`src/rtl/wsled_pixmem_arbiter.sv`:
```
// ---------------------------------------------------------------------------
// wsled_pixmem_arbiter
//
// Shares one pixel memory read port between four WSLED channel engines.
// The memory has a fixed two-cycle read latency. Each cycle a round-robin
// arbiter picks at most one requesting channel. It issues a registered read
// to the memory and tags the read with the channel number. When the data
// comes back, it strobes it to that channel.
//
// Ports
//   clk       single clock, rising edge
//   reset     asynchronous, active-high reset
//   enable    1 allows new grants; reads already issued still complete
//   req       per-channel read request (level, held until granted)
//   addr      per-channel read address, channel i at [i*ADDR_W +: ADDR_W]
//   gnt       one-hot, one-cycle grant pulse (registered)
//   mem_rden  shared memory read enable
//   mem_addr  shared memory read address (holds when idle)
//   mem_q     memory read data, valid two cycles after mem_rden
//   rvalid    one-hot, one-cycle return strobe per channel
//   rdata     returned pixel word (GRB), held between strobes
//   busy      high while any grant or read is in flight
// ---------------------------------------------------------------------------
module wsled_pixmem_arbiter #(
  parameter int ADDR_W = 10,
  parameter int DATA_W = 24
) (
  input  logic                  clk,
  input  logic                  reset,
  input  logic                  enable,
  input  logic [3:0]            req,
  input  logic [4*ADDR_W-1:0]   addr,
  output logic [3:0]            gnt,
  output logic                  mem_rden,
  output logic [ADDR_W-1:0]     mem_addr,
  input  logic [DATA_W-1:0]     mem_q,
  output logic [3:0]            rvalid,
  output logic [DATA_W-1:0]     rdata,
  output logic                  busy
);

  // Last granted channel; the search starts one past it.
  logic [1:0] ptr;
  // Clears on reset and sets on the first edge after release. This keeps
  // the first grant off the first edge after reset is released.
  logic       armed;

  // Channel tag carried alongside the read through the memory latency.
  logic [1:0] gnt_ch;
  logic       t1_v;
  logic [1:0] t1_ch;
  logic       t2_v;
  logic [1:0] t2_ch;

  logic [3:0] eligible;
  logic [1:0] cand;
  logic [1:0] pick;
  logic       found;

  // Round-robin search. A channel whose grant is showing this cycle is
  // excluded. Its requester is still updating req/addr in response to the
  // grant, so it must not be issued a second time.
  always_comb begin
    eligible = req & ~gnt;
    found    = 1'b0;
    pick     = ptr;
    cand     = ptr;
    for (int k = 1; k <= 4; k++) begin
      cand = ptr + 2'(k);
      if (!found && eligible[cand]) begin
        found = 1'b1;
        pick  = cand;
      end
    end
    if (!enable || !armed) begin
      found = 1'b0;
    end
  end

  // Grant stage, two tag stages and the return register.
  // Data timing: mem_rden is high in cycle N+1, mem_q is valid in N+3,
  // and rvalid/rdata appear in N+4.
  always_ff @(posedge clk or posedge reset) begin
    if (reset) begin
      ptr      <= 2'd3;
      armed    <= 1'b0;
      gnt      <= '0;
      gnt_ch   <= '0;
      mem_rden <= 1'b0;
      mem_addr <= '0;
      t1_v     <= 1'b0;
      t1_ch    <= '0;
      t2_v     <= 1'b0;
      t2_ch    <= '0;
      rvalid   <= '0;
      rdata    <= '0;
    end else begin
      armed <= 1'b1;
      if (found) begin
        gnt      <= 4'b0001 << pick;
        gnt_ch   <= pick;
        mem_rden <= 1'b1;
        mem_addr <= addr[pick*ADDR_W +: ADDR_W];
        ptr      <= pick;
      end else begin
        gnt      <= '0;
        mem_rden <= 1'b0;
      end
      t1_v  <= mem_rden;
      t1_ch <= gnt_ch;
      t2_v  <= t1_v;
      t2_ch <= t1_ch;
      if (t2_v) begin
        rvalid <= 4'b0001 << t2_ch;
        rdata  <= mem_q;
      end else begin
        rvalid <= '0;
      end
    end
  end

  assign busy = mem_rden | t1_v | t2_v | (|rvalid);

endmodule

```
`config.mk`:
```
export PLATFORM = sky130hd
export DESIGN_NAME = wsled_pixmem_arbiter
export DESIGN_NICKNAME = d
export VERILOG_FILES = /design/src/rtl/wsled_pixmem_arbiter.sv
export SDC_FILE = /design/constraint.sdc
export NUM_CORES = 1
export LEC_CHECK = 0
export ABC_AREA = 0
export BUFFER_PORTS_ARGS = -buffer_cell sky130_fd_sc_hd__buf_4
export CAP_MARGIN = 20
export CORE_ASPECT_RATIO = 0.7
export CORE_MARGIN = 4
export CORE_UTILIZATION = 51
export CTS_BUF_LIST = sky130_fd_sc_hd__clkbuf_8
export DETAILED_ROUTE_END_ITERATION = 10
export PLACE_DENSITY = 0.88
export SYNTH_ARGS = -nofsm -noshare
export SYNTH_HDL_FRONTEND = slang
export SYNTH_SLANG_ARGS = --single-unit
```
`constraint.sdc`:
```
create_clock -name clk -period 3.37 [get_ports clk]
set_input_delay 0.337 -clock clk [delete_from_list [all_inputs] [get_ports clk]]
set_output_delay 0.337 -clock clk [all_outputs]
set_load 0.02 [all_outputs]
```
== Word-level counts from Yosys, hierarchy flattened ==
Index checks and enable logic that the tools add are counted.
W data, S select, Z words.
Storage, ports and cells
  output and inout port bits: 44
  flip-flop bits (word level): 54
  input bits: 71
  word-level logic and storage cells: 58
Cells by class
  reduce and logical (&&, ||, !) cells: 10
  bitwise gates (word level): 5
  add/subtract/negate cells: 3
  shift operators: 3
  magnitude comparators: 4
  multipliers: 1
  multiplexer cells: 20
Operators by type and width (number)
  $shiftx A40 B7 Y10: 1
  $lt A2 B3 Y1 const B: 4
  $mux W1: 10
  $bmux W1 S2: 4
  $mux W2: 4
  $mux W4: 2
  $shl A1 B2 Y4 const A: 2
  $logic_not A1 Y1: 5
  $mul A2 B3 Y5 const B: 1
  $add A2 B2 Y2 const B: 2
  $and A4 B4 Y4: 1
  $not A4 Y4: 1
  $reduce_or A4 Y1: 1
  $logic_and A1 B1 Y1: 3
  $or A1 B1 Y1: 3
  $add A2 B1 Y2 const B: 1
  $logic_or A1 B1 Y1: 1

== Logic depth before layout (Yosys ltp) ==
  word-level depth: 16
  mapped depth: 7
  depth with buffers taken out: 5

== Least setup slack after synthesis ==
Ideal clock, no wire load.
  kind: flip-flop to flip-flop
  from: register gnt[1]
  to: register mem_addr[4]
  required time: 3283 ps
  buffers on the path: 1
  period minus slack after synthesis: 1694 ps
  slack: 1676 ps
  stages on the path, launching flop included: 7
  setup time: 87 ps
  arrival time: 1608 ps
  cell sequence: dfrtp_1 nor2b_2 a211oi_1 nor4_2 buf_2 a32oi_1 o211ai_1
On the way
  longest elaborated chain between the ends: 16
  elaborated cells on any way between the ends: 27
  those cells by class: 1 x mul; 1 x shift; 17 x mux; 2 x bitwise; 6 x reduce/logical
Ends and longest elaborated chain
  start, declared: line 33  | output logic [3:0] gnt,
  start signal, assigned: line 100  | gnt <= 4'b0001 << pick;
  $not A4 Y4 *: line 64  | eligible = req & ~gnt;
  $and A4 B4 Y4 *: line 64
  $bmux W1 S2: line 70  | if (!found && eligible[cand]) begin
  $mux W1 (implied by the code): line 70
  $mux W1: line 70
  $logic_not A1 Y1: line 70
  $logic_and A1 B1 Y1: line 70
  $mux W1: line 70
  $logic_not A1 Y1: line 70
  $logic_and A1 B1 Y1: line 70
  $mux W1: line 70
  $logic_not A1 Y1: line 70
  $logic_and A1 B1 Y1: line 70
  $mux W2: line 70
  $mul A2 B3 Y5: line 103  | mem_addr <= addr[pick*ADDR_W +: ADDR_W];
  $shiftx A40 B7 Y10: line 103
  end signal, assigned: line 103
  end, declared: line 35  | output logic [ADDR_W-1:0] mem_addr,
Every way passes the cells marked *; elsewhere a longest branch is shown, timed or not. The select of a mux whose other input is x is not followed.
A chain may end at the register's enable or synchronous reset.

== Worst setup path after layout ==
  from: register gnt[1]
  to: register mem_addr[6]
The elaborated chain is that of the path after synthesis.

==> flow_summary.toml <==
[outcome]
status = "finished clean"

[grt]
grt_max_degree = 55
grt_pass1_vias = 1848
grt_pass1_wl_um = 8528
gr-total-overflow = 0
grt_antenna_before_repair = 0
track_usage = 0.1943

[yosys]
synth_top_cell_by_area = "dfrtp_1"
yosysMostFrequentCell = "dfrtp_1"
synth_edf_count = 0
synth_top_family_by_area = "multiplexers"
post-synth-top-area-fraction = 0.5616
syn_area_per_cell_um2 = 13.24
syn-num-nets = 246
synth_flop_cell = "dfrtp_1"
synth_xor_area_frac = 0
synth_mux_area_frac = 0.1598
synth.cell_area_um2 = 2317
async_flop_share = 1.000
syn-instance-count = 175
synthAdderAreaFrac = 0
ys_ff_latch = 54
synth_compound_area_frac = 0.1204
ys_warn_count = 0
seq_area_frac_synth = 0.5842
ys_types = 37
synth_common_cells = "dfrtp_1, mux2_2"
synth_simple_gate_area_share = 0.09989
ys_top_cells_by_area = "dfrtp_1, mux2_2, mux2i_1"

[timing]
hold_viol = 0
worst_slew_pin_slew_ns = 1.055
fin_crit_sh = 0.6742
skew_ns = 0.004986
rsz0062_at_grt = "no"
setup_viol = 0
max_slew_margin = 0.2911
fmax_mhz = 440.2
timing.hold.ws_ns = 0.2633
maxSlewViolCount = 0
tns_ns = 0
fin_crit_ns = 2.272
setup_ws_ns = 1.098

[setup_path]
path_cells = "nor2b_2 > a211oi_1 > nor4_4 > a32oi_1 > o211ai_1"
crit_path_start_kind = "flop"
crit_path_top_delay_cell = "nor4_4"
arrival_ns = 2.48
rr_worst_depth = 5
endpoint_kind = "flop"
rr_startpoint = "gnt[1]$_DFF_PP0_"
crit_type = "reg2reg"
r2r-end = "mem_addr[6]$_DFFE_PP0P_"
crit_fanout = 22
max_stage_delay_ns = 0.92
cp.buffers_inverters = 0
timing.reg2reg.setup_slack_ns = 1.10
critPathRequiredTime_ns = 3.58
crit_family = "simple AND/OR/NAND/NOR gates"

[floorplanning]
die_w_um = 88.57
core_um2 = 4354
die_area_um2 = 5703
rows = 20
initial_utilization = 0.5322
ioPinCount = 115
fp.dieH_um = 64.40

[clock_tree]
cts_max_level = 2
clock-sinks = 54
ctsResizeCount = 0
ctsHoldBuffers = 0
clk_pin_slew_ns = 0.09
clkLatencyLatePin_ns = 0.30
numCtsBuffers = 5
cts_tree = "done"
cts_setup_buffers = 0
cts_buffer_depth = 2
cts_root_buffer = "clkbuf_8"

[placement]
place.port_buffers = 114
gp_congestion = 0.8381
dp_hpwl_um = 4042
dp_cells = 334
dp_slack_ns = 1.129

[worst_hold_path]
worstHoldStart = "mem_q[4]"
whs_path_depth = 2
min_path_type = "in2reg"
hold_end = "rdata[4]$_DFFE_PP0P_"

[routing]
routedWlPerCell_um = 15.67
drt_pre_antenna_iters = 4
ant_nets = 0
drt_first_iter_violations = 128
drt-total-wl_um = 5392
route.met2.wl_um = 2414
drc = 0
num_vias = 1860
dr_wl_met3_um = 643
wl_met1_um = 2246
via_per_inst = 5.407
highest_layer = "met4"

[cells_and_area]
drive_gt1_frac = 0.5433
antenna_cells = 0
finalNonFillerCells = 344
area_delta_synth_final_pct = 43.09
final_nets = 359
final_util = 0.7615

[run]
max_cap_violations = 0

[power_and_ir_drop]
powerDensity_nw_per_um2 = 594.0
leakagePower_uw = 0.001612
vdd_drop_max_uv = 359.6
[cell type report]
| class | instances | area [µm²] |
|---|---|---|
| Clock buffer | 6 | 82.58 |
| Multi-Input combinational cell | 106 | 893.4 |
| Tap cell | 55 | 68.82 |
| Inverter | 4 | 15.01 |
| Sequential cell | 54 | 1354 |
| Clock inverter | 2 | 8.758 |
| Timing Repair Buffer | 117 | 893.4 |
| Fill cell | 302 | 1039 |
[per-layer routing]
| metal | vias up | global-route usage |
|---|---|---|
| li1 | 868 | - |
| met1 | 883 | 0.2542 |
| met2 | 100 | 0.2910 |
| met3 | 9 | 0.07345 |
| met4 | 0 | 0.07736 |
| met5 | - | 0 |
[metrics by stage]
stage,total power (µW),cell area [µm²]
detailed placement,1627,3194
finish,1970,3316
CTS,1985,3286
global route,2087,3316
global placement,1607,3194
floorplan,1326,2317
[state kept, by name (all words and copies together) (netlist names)]
register	count
mem_addr	10
armed	1
mem_rden	1
rvalid	4
t2_ch	2
gnt	4
t1_ch	2
t2_v	1
gnt_ch	2
t1_v	1
ptr	2
rdata	24
[cell usage in the layout, fill, tap and decap left out, types with 2 or more instances in the layout]
master / count
nand2b_1: 3
dfrtp_1: 52
and2_1: 3
o211ai_1: 10
mux2i_1: 10
a21oi_1: 2
clkbuf_8: 6
buf_4: 115
o21ai_1: 3
a32oi_1: 10
mux2_2: 24
nand3_1: 10
inv_1: 4
nand2_1: 7
nor2_1: 4
dfstp_2: 2
[logic make-up (layout without fill, tap and decap cells)]
group | after synthesis | count (layout)
other | 1 | 1
AO/OA/AOI/OAI | 33 | 33
buffers and inverters | 15 | 129
AND/OR/NAND/NOR | 38 | 38
flip-flops | 54 | 54
multiplexers | 34 | 34
[report_power, final]
group          total (µW)  switching (µW)  leakage [µW]  internal [µW]
combinational         725             379      0.000901            346
sequential            891            97.4      0.000658            794
clock                 353             190     0.0000524            163
[how the worst max path moves through the flow]
stage	from	to	slack (ns)	cells past startpoint
2_1_floorplan	gnt[1]$_DFF_PP0_	mem_addr[4]$_DFFE_PP0P_	1.68	6
3_3_place_gp	req[1]	mem_addr[3]$_DFFE_PP0P_	1.24	6
3_5_place_dp	req[1]	mem_addr[6]$_DFFE_PP0P_	1.13	6
4_1_cts	gnt[1]$_DFF_PP0_	mem_addr[6]$_DFFE_PP0P_	1.14	5
5_1_grt	gnt[1]$_DFF_PP0_	mem_addr[4]$_DFFE_PP0P_	0.90	5
6_report	gnt[1]$_DFF_PP0_	mem_addr[6]$_DFFE_PP0P_	1.10	5
(Power assumes the default switching activity.)
